**src/rtl/rpm_scan_scheduler.sv**
```systemverilog
// rpm_scan_scheduler
// Shares one gated edge counter across up to eight encoder inputs. Each enabled
// channel is visited in round-robin order. Rising edges are counted over a fixed
// window, and the count is scaled to RPM. The result is then offered on a
// valid/ready stream, tagged with its channel index.

module rpm_scan_scheduler #(
  parameter int          NUM_CH        = 4,
  parameter logic [31:0] WINDOW_CYCLES = 32'd100000000,
  parameter logic [31:0] SCALE         = 32'd5
) (
  input  logic              i_clock,
  input  logic              i_reset,      // asynchronous, active low
  input  logic              i_enable,
  input  logic [NUM_CH-1:0] i_sa_input,
  input  logic [NUM_CH-1:0] i_ch_mask,
  output logic [31:0]       o_rpm_data,
  output logic [2:0]        o_rpm_ch,
  output logic              o_rpm_sat,
  output logic              o_rpm_valid,
  input  logic              i_rpm_ready,
  output logic              o_busy
);

  typedef enum logic [2:0] {
    ST_IDLE,
    ST_SELECT,
    ST_WINDOW,
    ST_SCALE,
    ST_OUTPUT
  } state_t;

  localparam logic [3:0]  NUM_CH_W = 4'(NUM_CH);
  localparam logic [2:0]  LAST_CH  = 3'(NUM_CH - 1);
  localparam logic [31:0] LAST_WIN = WINDOW_CYCLES - 32'd1;
  localparam logic [31:0] ALL_ONES = 32'hFFFF_FFFF;

  // FSM state
  state_t r_state;
  state_t w_state_nxt;

  // Input conditioning: two synchronizer stages, a delayed copy, and the edge pulse
  logic [NUM_CH-1:0] r_sync_meta;
  logic [NUM_CH-1:0] r_sync_q;
  logic [NUM_CH-1:0] r_sync_qq;
  logic [NUM_CH-1:0] r_edge;

  // Scan bookkeeping
  logic [2:0]  r_ptr;
  logic [2:0]  r_cur_ch;
  logic [31:0] r_edge_cnt;
  logic [31:0] r_win_cnt;
  logic        r_sat_q;

  // Result stream registers
  logic [31:0] r_rpm_data;
  logic [2:0]  r_rpm_ch;
  logic        r_rpm_sat;
  logic        r_rpm_valid;

  // Combinational helpers
  logic        w_sel_found;
  logic [2:0]  w_sel_ch;
  logic [3:0]  w_best_dist;
  logic [3:0]  w_dist;
  logic        w_edge_sel;
  logic        w_win_last;
  logic [63:0] w_product;
  logic        w_prod_ovf;
  logic        w_handshake;
  logic [2:0]  w_ptr_nxt;

  // Synchronize every encoder input continuously and register its rising edge.
  // NOTE: sequential state uses non-blocking (<=) so that all flops update together
  // and chains like meta->q->qq shift by exactly one stage per clock.
  always_ff @(posedge i_clock or negedge i_reset) begin
    if (!i_reset) begin
      r_sync_meta <= '0;
      r_sync_q    <= '0;
      r_sync_qq   <= '0;
      r_edge      <= '0;
    end else begin
      r_sync_meta <= i_sa_input;
      r_sync_q    <= r_sync_meta;
      r_sync_qq   <= r_sync_q;
      r_edge      <= r_sync_q & ~r_sync_qq;
    end
  end

  // Find the first enabled channel at or after r_ptr, wrapping modulo NUM_CH.
  // The candidate with the smallest forward distance from r_ptr wins.
  // NOTE: every variable written here gets a value before any branch. This way
  // no path leaves one holding its old value, which would infer a latch.
  always_comb begin
    w_best_dist = NUM_CH_W;
    w_sel_ch    = '0;
    w_dist      = '0;
    for (int i = 0; i < NUM_CH; i++) begin
      if (4'(i) >= {1'b0, r_ptr}) begin
        w_dist = 4'(i) - {1'b0, r_ptr};
      end else begin
        w_dist = 4'(i) + NUM_CH_W - {1'b0, r_ptr};
      end
      if (i_ch_mask[i] && (w_dist < w_best_dist)) begin
        w_best_dist = w_dist;
        w_sel_ch    = 3'(i);
      end
    end
  end

  assign w_sel_found = (w_best_dist != NUM_CH_W);

  // Route the edge pulse of the channel under measurement into the counter.
  always_comb begin
    w_edge_sel = 1'b0;
    for (int i = 0; i < NUM_CH; i++) begin
      if (3'(i) == r_cur_ch) begin
        w_edge_sel = r_edge[i];
      end
    end
  end

  assign w_win_last  = (r_win_cnt == LAST_WIN);
  assign w_product   = {32'd0, r_edge_cnt} * {32'd0, SCALE};
  assign w_prod_ovf  = |w_product[63:32];
  assign w_handshake = r_rpm_valid & i_rpm_ready;
  assign w_ptr_nxt   = (r_cur_ch == LAST_CH) ? 3'd0 : r_cur_ch + 3'd1;

  // FSM state register.
  always_ff @(posedge i_clock or negedge i_reset) begin
    if (!i_reset) begin
      r_state <= ST_IDLE;
    end else begin
      r_state <= w_state_nxt;
    end
  end

  // Next-state logic. If enable drops during a window, the window is abandoned.
  // Once SCALE is reached, the result is always delivered before the FSM goes idle.
  always_comb begin
    w_state_nxt = r_state;
    unique case (r_state)
      ST_IDLE: begin
        if (i_enable) begin
          w_state_nxt = ST_SELECT;
        end
      end
      ST_SELECT: begin
        if (!i_enable) begin
          w_state_nxt = ST_IDLE;
        end else if (w_sel_found) begin
          w_state_nxt = ST_WINDOW;
        end
      end
      ST_WINDOW: begin
        if (!i_enable) begin
          w_state_nxt = ST_IDLE;
        end else if (w_win_last) begin
          w_state_nxt = ST_SCALE;
        end
      end
      ST_SCALE: begin
        w_state_nxt = ST_OUTPUT;
      end
      ST_OUTPUT: begin
        if (w_handshake) begin
          w_state_nxt = i_enable ? ST_SELECT : ST_IDLE;
        end
      end
      default: begin
        w_state_nxt = ST_IDLE;
      end
    endcase
  end

  // Window datapath: latch the chosen channel, then count its edges for the window.
  always_ff @(posedge i_clock or negedge i_reset) begin
    if (!i_reset) begin
      r_cur_ch   <= '0;
      r_edge_cnt <= '0;
      r_win_cnt  <= '0;
      r_sat_q    <= 1'b0;
    end else begin
      case (r_state)
        ST_SELECT: begin
          if (i_enable && w_sel_found) begin
            r_cur_ch   <= w_sel_ch;
            r_edge_cnt <= '0;
            r_win_cnt  <= '0;
            r_sat_q    <= 1'b0;
          end
        end
        ST_WINDOW: begin
          r_win_cnt <= r_win_cnt + 32'd1;
          if (w_edge_sel) begin
            if (r_edge_cnt == ALL_ONES) begin
              r_sat_q <= 1'b1;
            end else begin
              r_edge_cnt <= r_edge_cnt + 32'd1;
            end
          end
        end
        default: begin
        end
      endcase
    end
  end

  // Result register: load the scaled value in SCALE, and hold it until a handshake.
  always_ff @(posedge i_clock or negedge i_reset) begin
    if (!i_reset) begin
      r_rpm_data  <= '0;
      r_rpm_ch    <= '0;
      r_rpm_sat   <= 1'b0;
      r_rpm_valid <= 1'b0;
    end else if (r_state == ST_SCALE) begin
      r_rpm_data  <= w_prod_ovf ? ALL_ONES : w_product[31:0];
      r_rpm_sat   <= w_prod_ovf | r_sat_q;
      r_rpm_ch    <= r_cur_ch;
      r_rpm_valid <= 1'b1;
    end else if ((r_state == ST_OUTPUT) && w_handshake) begin
      r_rpm_valid <= 1'b0;
    end
  end

  // Move the round-robin pointer past a channel only after its result is accepted.
  // As a result, an aborted window re-measures the same channel.
  always_ff @(posedge i_clock or negedge i_reset) begin
    if (!i_reset) begin
      r_ptr <= '0;
    end else if ((r_state == ST_OUTPUT) && w_handshake) begin
      r_ptr <= w_ptr_nxt;
    end
  end

  assign o_rpm_data  = r_rpm_data;
  assign o_rpm_ch    = r_rpm_ch;
  assign o_rpm_sat   = r_rpm_sat;
  assign o_rpm_valid = r_rpm_valid;
  assign o_busy      = (r_state != ST_IDLE);

endmodule

```
**config.mk**
```make
export PLATFORM = sky130hd
export DESIGN_NAME = rpm_scan_scheduler
export DESIGN_NICKNAME = d
export VERILOG_FILES = /design/src/rtl/rpm_scan_scheduler.sv
export SDC_FILE = /design/constraint.sdc
export NUM_CORES = 1
export LEC_CHECK = 0
export BUFFER_PORTS_ARGS = -buffer_cell sky130_fd_sc_hd__buf_2
export CORE_ASPECT_RATIO = 0.7
export CORE_MARGIN = 2
export CORE_UTILIZATION = 35
export CTS_CLUSTER_DIAMETER = 100
export CTS_CLUSTER_SIZE = 25
export DETAILED_ROUTE_END_ITERATION = 6
export HOLD_SLACK_MARGIN = 0.05
export PLACE_DENSITY = 0.57
export RECOVER_POWER = 100
export SLEW_MARGIN = 30
export SYNTH_ARGS = -nofsm -noshare
export SYNTH_HDL_FRONTEND = slang
export SYNTH_SLANG_ARGS = --single-unit
```
**constraint.sdc**
```tcl
create_clock -name i_clock -period 4.5 [get_ports i_clock]
set_input_delay 1.35 -clock i_clock [delete_from_list [all_inputs] [get_ports i_clock]]
set_output_delay 1.35 -clock i_clock [all_outputs]
set_load 0.03 [all_outputs]
```
==> impl_results.html <==
<table>
<tr><th>Metric</th><th>Value</th></tr>
<tr><th colspan="2">CTS</th></tr>
<tr><td>Clock Pin Slew Worst Setup and Hold Paths</td><td>60 ps</td></tr>
<tr><td>Clock tree root buffer cell</td><td>clkbuf_16</td></tr>
<tr><td>PostCTS Resize Cnt</td><td>0</td></tr>
<tr><td>TritonCTS clock tree</td><td>built</td></tr>
<tr><td>Count of hold buffers inserted by post-cts repair</td><td>0</td></tr>
<tr><td>Post-CTS setup buffers</td><td>0</td></tr>
<tr><td>Buffers from clock root to sink, at most</td><td>2</td></tr>
<tr><td>CTS buffer count</td><td>17</td></tr>
<tr><td>Count of H-tree levels built during CTS</td><td>4</td></tr>
<tr><td>Clock sink total</td><td>124</td></tr>
<tr><td>Later-pin clock latency in the skew report</td><td>420 ps</td></tr>
<tr><th colspan="2">Setup path</th></tr>
<tr><td>Crit Path Class</td><td>in -&gt; reg</td></tr>
<tr><td>Data arrival time of the worst path</td><td>4420 ps</td></tr>
<tr><td>Reg-to-reg startpoint</td><td>r_state[2]$_DFFE_PN0P_</td></tr>
<tr><td>Element type at the critical path end</td><td>flop</td></tr>
<tr><td>Critical path startpoint category</td><td>primary input</td></tr>
<tr><td>Data required time of the worst path</td><td>4800 ps</td></tr>
<tr><td>Timing startpoint of the critical path</td><td>i_ch_mask[0]</td></tr>
<tr><td>Maximum fanout along the worst path</td><td>3</td></tr>
<tr><th colspan="2">Cells and area</th></tr>
<tr><td>Leading cell type in the layout, fill and taps excluded</td><td>dfrtp_1</td></tr>
<tr><td>Count of inserted antenna diode cells</td><td>0</td></tr>
<tr><td>Final instance area</td><td>8940 sq um</td></tr>
<tr><td>Post-synthesis to final-layout area growth</td><td>14.0%</td></tr>
<tr><td>Fraction of layout instances using a drive strength above 1</td><td>8.53%</td></tr>
<tr><td>Highest-count cells in the layout ignoring fill and taps</td><td>124 x dfrtp_1, 74 x ha_1, 70 x nand2_1</td></tr>
<tr><td>Layout net count</td><td>977</td></tr>
<tr><td>Filler cell count in the final layout</td><td>2,164</td></tr>
<tr><th colspan="2">Timing</th></tr>
<tr><td>Final hold viol count</td><td>0</td></tr>
<tr><td>Slew @ Worst Pin</td><td>1870 ps</td></tr>
<tr><td>Post-layout min period</td><td>4120 ps</td></tr>
<tr><td>Final Skew</td><td>9.46 ps</td></tr>
<tr><td>RSZ-0062 raised after global routing</td><td>false</td></tr>
<tr><td>Minimum setup slack in the final design</td><td>385 ps</td></tr>
<tr><td>Slew Limit Headroom</td><td>-24.5%</td></tr>
<tr><td>Final setup fails</td><td>0</td></tr>
<tr><td>Post-route fraction of the period consumed by the critical path</td><td>91.5%</td></tr>
<tr><td>Max Fclk</td><td>243 MHz</td></tr>
<tr><td>Number of max-slew violations in the final report</td><td>143</td></tr>
<tr><td>Sum of negative setup slack</td><td>0 ps</td></tr>
<tr><th colspan="2">Outcome</th></tr>
<tr><td>Outcome</td><td>complete, but fails checks</td></tr>
<tr><td>Failing checks</td><td>max-capacitance violations, max-slew violations</td></tr>
<tr><th colspan="2">Routing</th></tr>
<tr><td>Number of nets with antenna violations after detailed routing</td><td>0</td></tr>
<tr><td>Number of iterations in the first detailed-routing pass</td><td>5</td></tr>
<tr><td>Routed length per placed instance</td><td>15.4 um</td></tr>
<tr><td>Number of design-rule violations left by the first detailed-router iteration</td><td>390</td></tr>
<tr><td>Number of remaining DRC errors</td><td>0</td></tr>
<tr><td>Vias per cell</td><td>5.41</td></tr>
<tr><td>DRT Wirelength</td><td>18,300 um</td></tr>
<tr><td>Via count</td><td>6,415</td></tr>
<tr><th colspan="2">Yosys</th></tr>
<tr><td>Cells after synthesis</td><td>831</td></tr>
<tr><td>Syn_area_per_cell</td><td>9.44 sq um</td></tr>
<tr><td>Async set-or-reset flop fraction in the synthesized netlist</td><td>100%</td></tr>
<tr><td>Portion of the post-synthesis area used by sequential elements</td><td>39.6%</td></tr>
<tr><td>EDFF count, synth</td><td>0</td></tr>
<tr><td>Post-Synthesis Cell Area</td><td>7840 sq um</td></tr>
<tr><td>Number of distinct library cells after synthesis</td><td>77</td></tr>
<tr><td>Most used flip-flop cell after synthesis</td><td>dfrtp_1</td></tr>
<tr><td>Number of synthesis warnings</td><td>0</td></tr>
<tr><td>Post-synthesis sequential element count</td><td>124</td></tr>
<tr><th colspan="2">Placed design</th></tr>
<tr><td>Post-place setup slack</td><td>0.510 ps</td></tr>
<tr><td>Final estimated routing congestion in global placement</td><td>0.880</td></tr>
<tr><td>Hpwl dp</td><td>12,900 um</td></tr>
<tr><td>Number of buffers added on ports</td><td>48</td></tr>
<tr><td>Post-DP Area</td><td>8460 sq um</td></tr>
<tr><th colspan="2">GRT</th></tr>
<tr><td>Pin count of the biggest net entering global routing</td><td>70</td></tr>
<tr><td>GRT overflow</td><td>0</td></tr>
<tr><td>First-pass GRT wire length</td><td>30,600 um</td></tr>
<tr><td>Number of global-route vias before repair</td><td>5,891</td></tr>
<tr><td>Initial antenna violation count</td><td>0</td></tr>
<tr><td>Global router's overall resource usage</td><td>16.2%</td></tr>
<tr><th colspan="2">Power</th></tr>
<tr><td>Pwr dens</td><td>450 nW/um^2</td></tr>
<tr><td>Static power due to leakage</td><td>4.19 nW</td></tr>
<tr><td>Combinational share of power</td><td>29.6%</td></tr>
<tr><td>Pint</td><td>0.00255 W</td></tr>
<tr><td>Peak supply drop</td><td>0.286 mV</td></tr>
<tr><td>Switching part of the total power</td><td>36.7%</td></tr>
<tr><td>Clock power share</td><td>33.5%</td></tr>
<tr><td>Power share of the sequential group</td><td>36.9%</td></tr>
<tr><td>Switching Power</td><td>0.00148 W</td></tr>
<tr><th colspan="2">Die</th></tr>
<tr><td>Standard-cell row count</td><td>45</td></tr>
<tr><td>Number of primary I/O pins</td><td>50</td></tr>
<tr><td>Die outline area</td><td>23,600 sq um</td></tr>
<tr><td>Total core area</td><td>21,800 sq um</td></tr>
<tr><td>Initial Util</td><td>35.9%</td></tr>
<tr><td>Die width</td><td>183 um</td></tr>
<tr><td>Chip height</td><td>129 um</td></tr>
<tr><th colspan="2">Hold path</th></tr>
<tr><td>Tightest Hold Check Type</td><td>reg -&gt; reg</td></tr>
<tr><td>Critical hold path startpoint</td><td>r_sync_meta[1]$_DFF_PN0_</td></tr>
<tr><th colspan="2">Flow run</th></tr>
<tr><td>Max capacitance violation total</td><td>3</td></tr>
</table>
[layer usage]
layer / global-route usage [%] / up-vias / part of all wire, %
li1: - / 3177 / -
met1: 25.8 / 3098 / 56
met2: 21.5 / 130 / 38
met3: 3.60 / 10 / 4.6
met4: 4.09 / 0 / 0.80
met5: 0 / - / 0
[worst paths after layout]
check                                                  end  slack, ps  cells past startpoint
worst min register to register       r_sync_q[1]$_DFF_PN0_        340                      0
worst max register to register  o_rpm_data[13]$_DFFE_PN0P_        520                     10
min in group asynchronous       o_rpm_data[26]$_DFFE_PN0P_       1380                      1
max in group asynchronous         r_win_cnt[1]$_DFFE_PN0P_        780                      2
worst max-delay path               r_cur_ch[0]$_DFFE_PN0P_        380                     19
worst min-delay path                 r_sync_q[1]$_DFF_PN0_        340                      0
[power groups by stage]
stage / Combinational, W / Sequential, W / Clock (W)
6_report: 0.00119 / 0.00149 / 0.00135
5_1_grt: 0.00131 / 0.00152 / 0.00143
4_1_cts: 0.00126 / 0.00148 / 0.00138
3_5_place_dp: 0.00126 / 0.00150 / 0
3_3_place_gp: 0.00125 / 0.00150 / 0
2_1_floorplan: 0.000567 / 0.00181 / 0
[worst max-delay path, cell delays in order]
cell       delay [ps]
buf_2              90
nand2_1            50
ha_1              290
a21boi_0          160
o21ai_0            90
nand2_1           110
nor2_1             50
a31oi_1           200
ha_1              290
inv_1              60
a31oi_1            40
o211ai_1          190
and2_1            190
mux2_2            340
ha_1              270
o21a_1            110
o21ai_0            80
a211o_1           320
a2bb2oi_1         150
[area by class of cell]
cell class | instances | area [sq um] | share of cell area [%]
repair buffers | 64 | 298 | 3.33
clock inverters | 14 | 146 | 1.64
multi-input cells | 663 | 4540 | 50.8
inverters | 20 | 75.1 | 0.839
well taps | 282 | 353 | 3.94
clock buffers | 18 | 429 | 4.80
flip-flops and latches | 124 | 3100 | 34.7
[stage by stage]
| step | utilization, % | hold slack [ps] | power [W] | std cells |
|---|---|---|---|---|
| floorplan | - | 331 | 0.00238 | 836 |
| finish | 40.9 | 345 | 0.00403 | 1185 |
| CTS | 41.4 | 348 | 0.00413 | 1185 |
| global route | 40.9 | 360 | 0.00426 | 1185 |
| global placement | 38.7 | 335 | 0.00275 | 1153 |
| detailed placement | 38.7 | 337 | 0.00276 | 1153 |
[synth_stat cells (4+ instances only)]
master    instances  area (sq um)
ha_1             74           926
nor2b_1          11          68.8
and3_1           23           144
a21o_1           10          75.1
xor2_1           36           315
a211oi_1          5          37.5
dfrtp_1         124          3100
and4_1            9          78.8
nor3_1           11          55.1
o22a_1           33           289
and2_1            8          50.1
nor2_1           66           248
o211ai_1          6          45.0
or3_1             5          31.3
o21a_1            4          30.0
o21bai_1          4          30.0
nand2_1          70           263
buf_2             5          25.0
nand4_1          31           194
o31ai_1           5          37.5
clkbuf_1         15          56.3
inv_1            20          75.1
xnor2_1          19           166
o21ai_0          66           330
nand3_1          34           170
a21oi_1          44           220
a31oi_1          12          75.1
[flip-flops by register name (all words and copies together) (netlist names)]
| signal | count |
|---|---|
| r_cur_ch | 2 |
| r_sync_q | 4 |
| o_rpm_ch | 2 |
| r_sync_qq | 4 |
| r_edge_cnt | 32 |
| r_ptr | 2 |
| r_win_cnt | 32 |
| r_state | 3 |
| r_sat_q | 1 |
| r_sync_meta | 4 |
| o_rpm_data | 32 |
| r_edge | 4 |
| o_rpm_valid | 1 |
| o_rpm_sat | 1 |
[cells by family after synthesis]
logic type / after synthesis / share of synthesized area, %
other cells: 2 / 0.0957
simple gates: 302 / 20.2
mux: 4 / 0.558
buf+inv: 49 / 2.82
flops: 124 / 39.6
xor+xnor: 55 / 6.14
compound gates: 220 / 18.5
fa+ha+maj: 75 / 12.1
No activity file was read; power rests on OpenSTA's default activity.
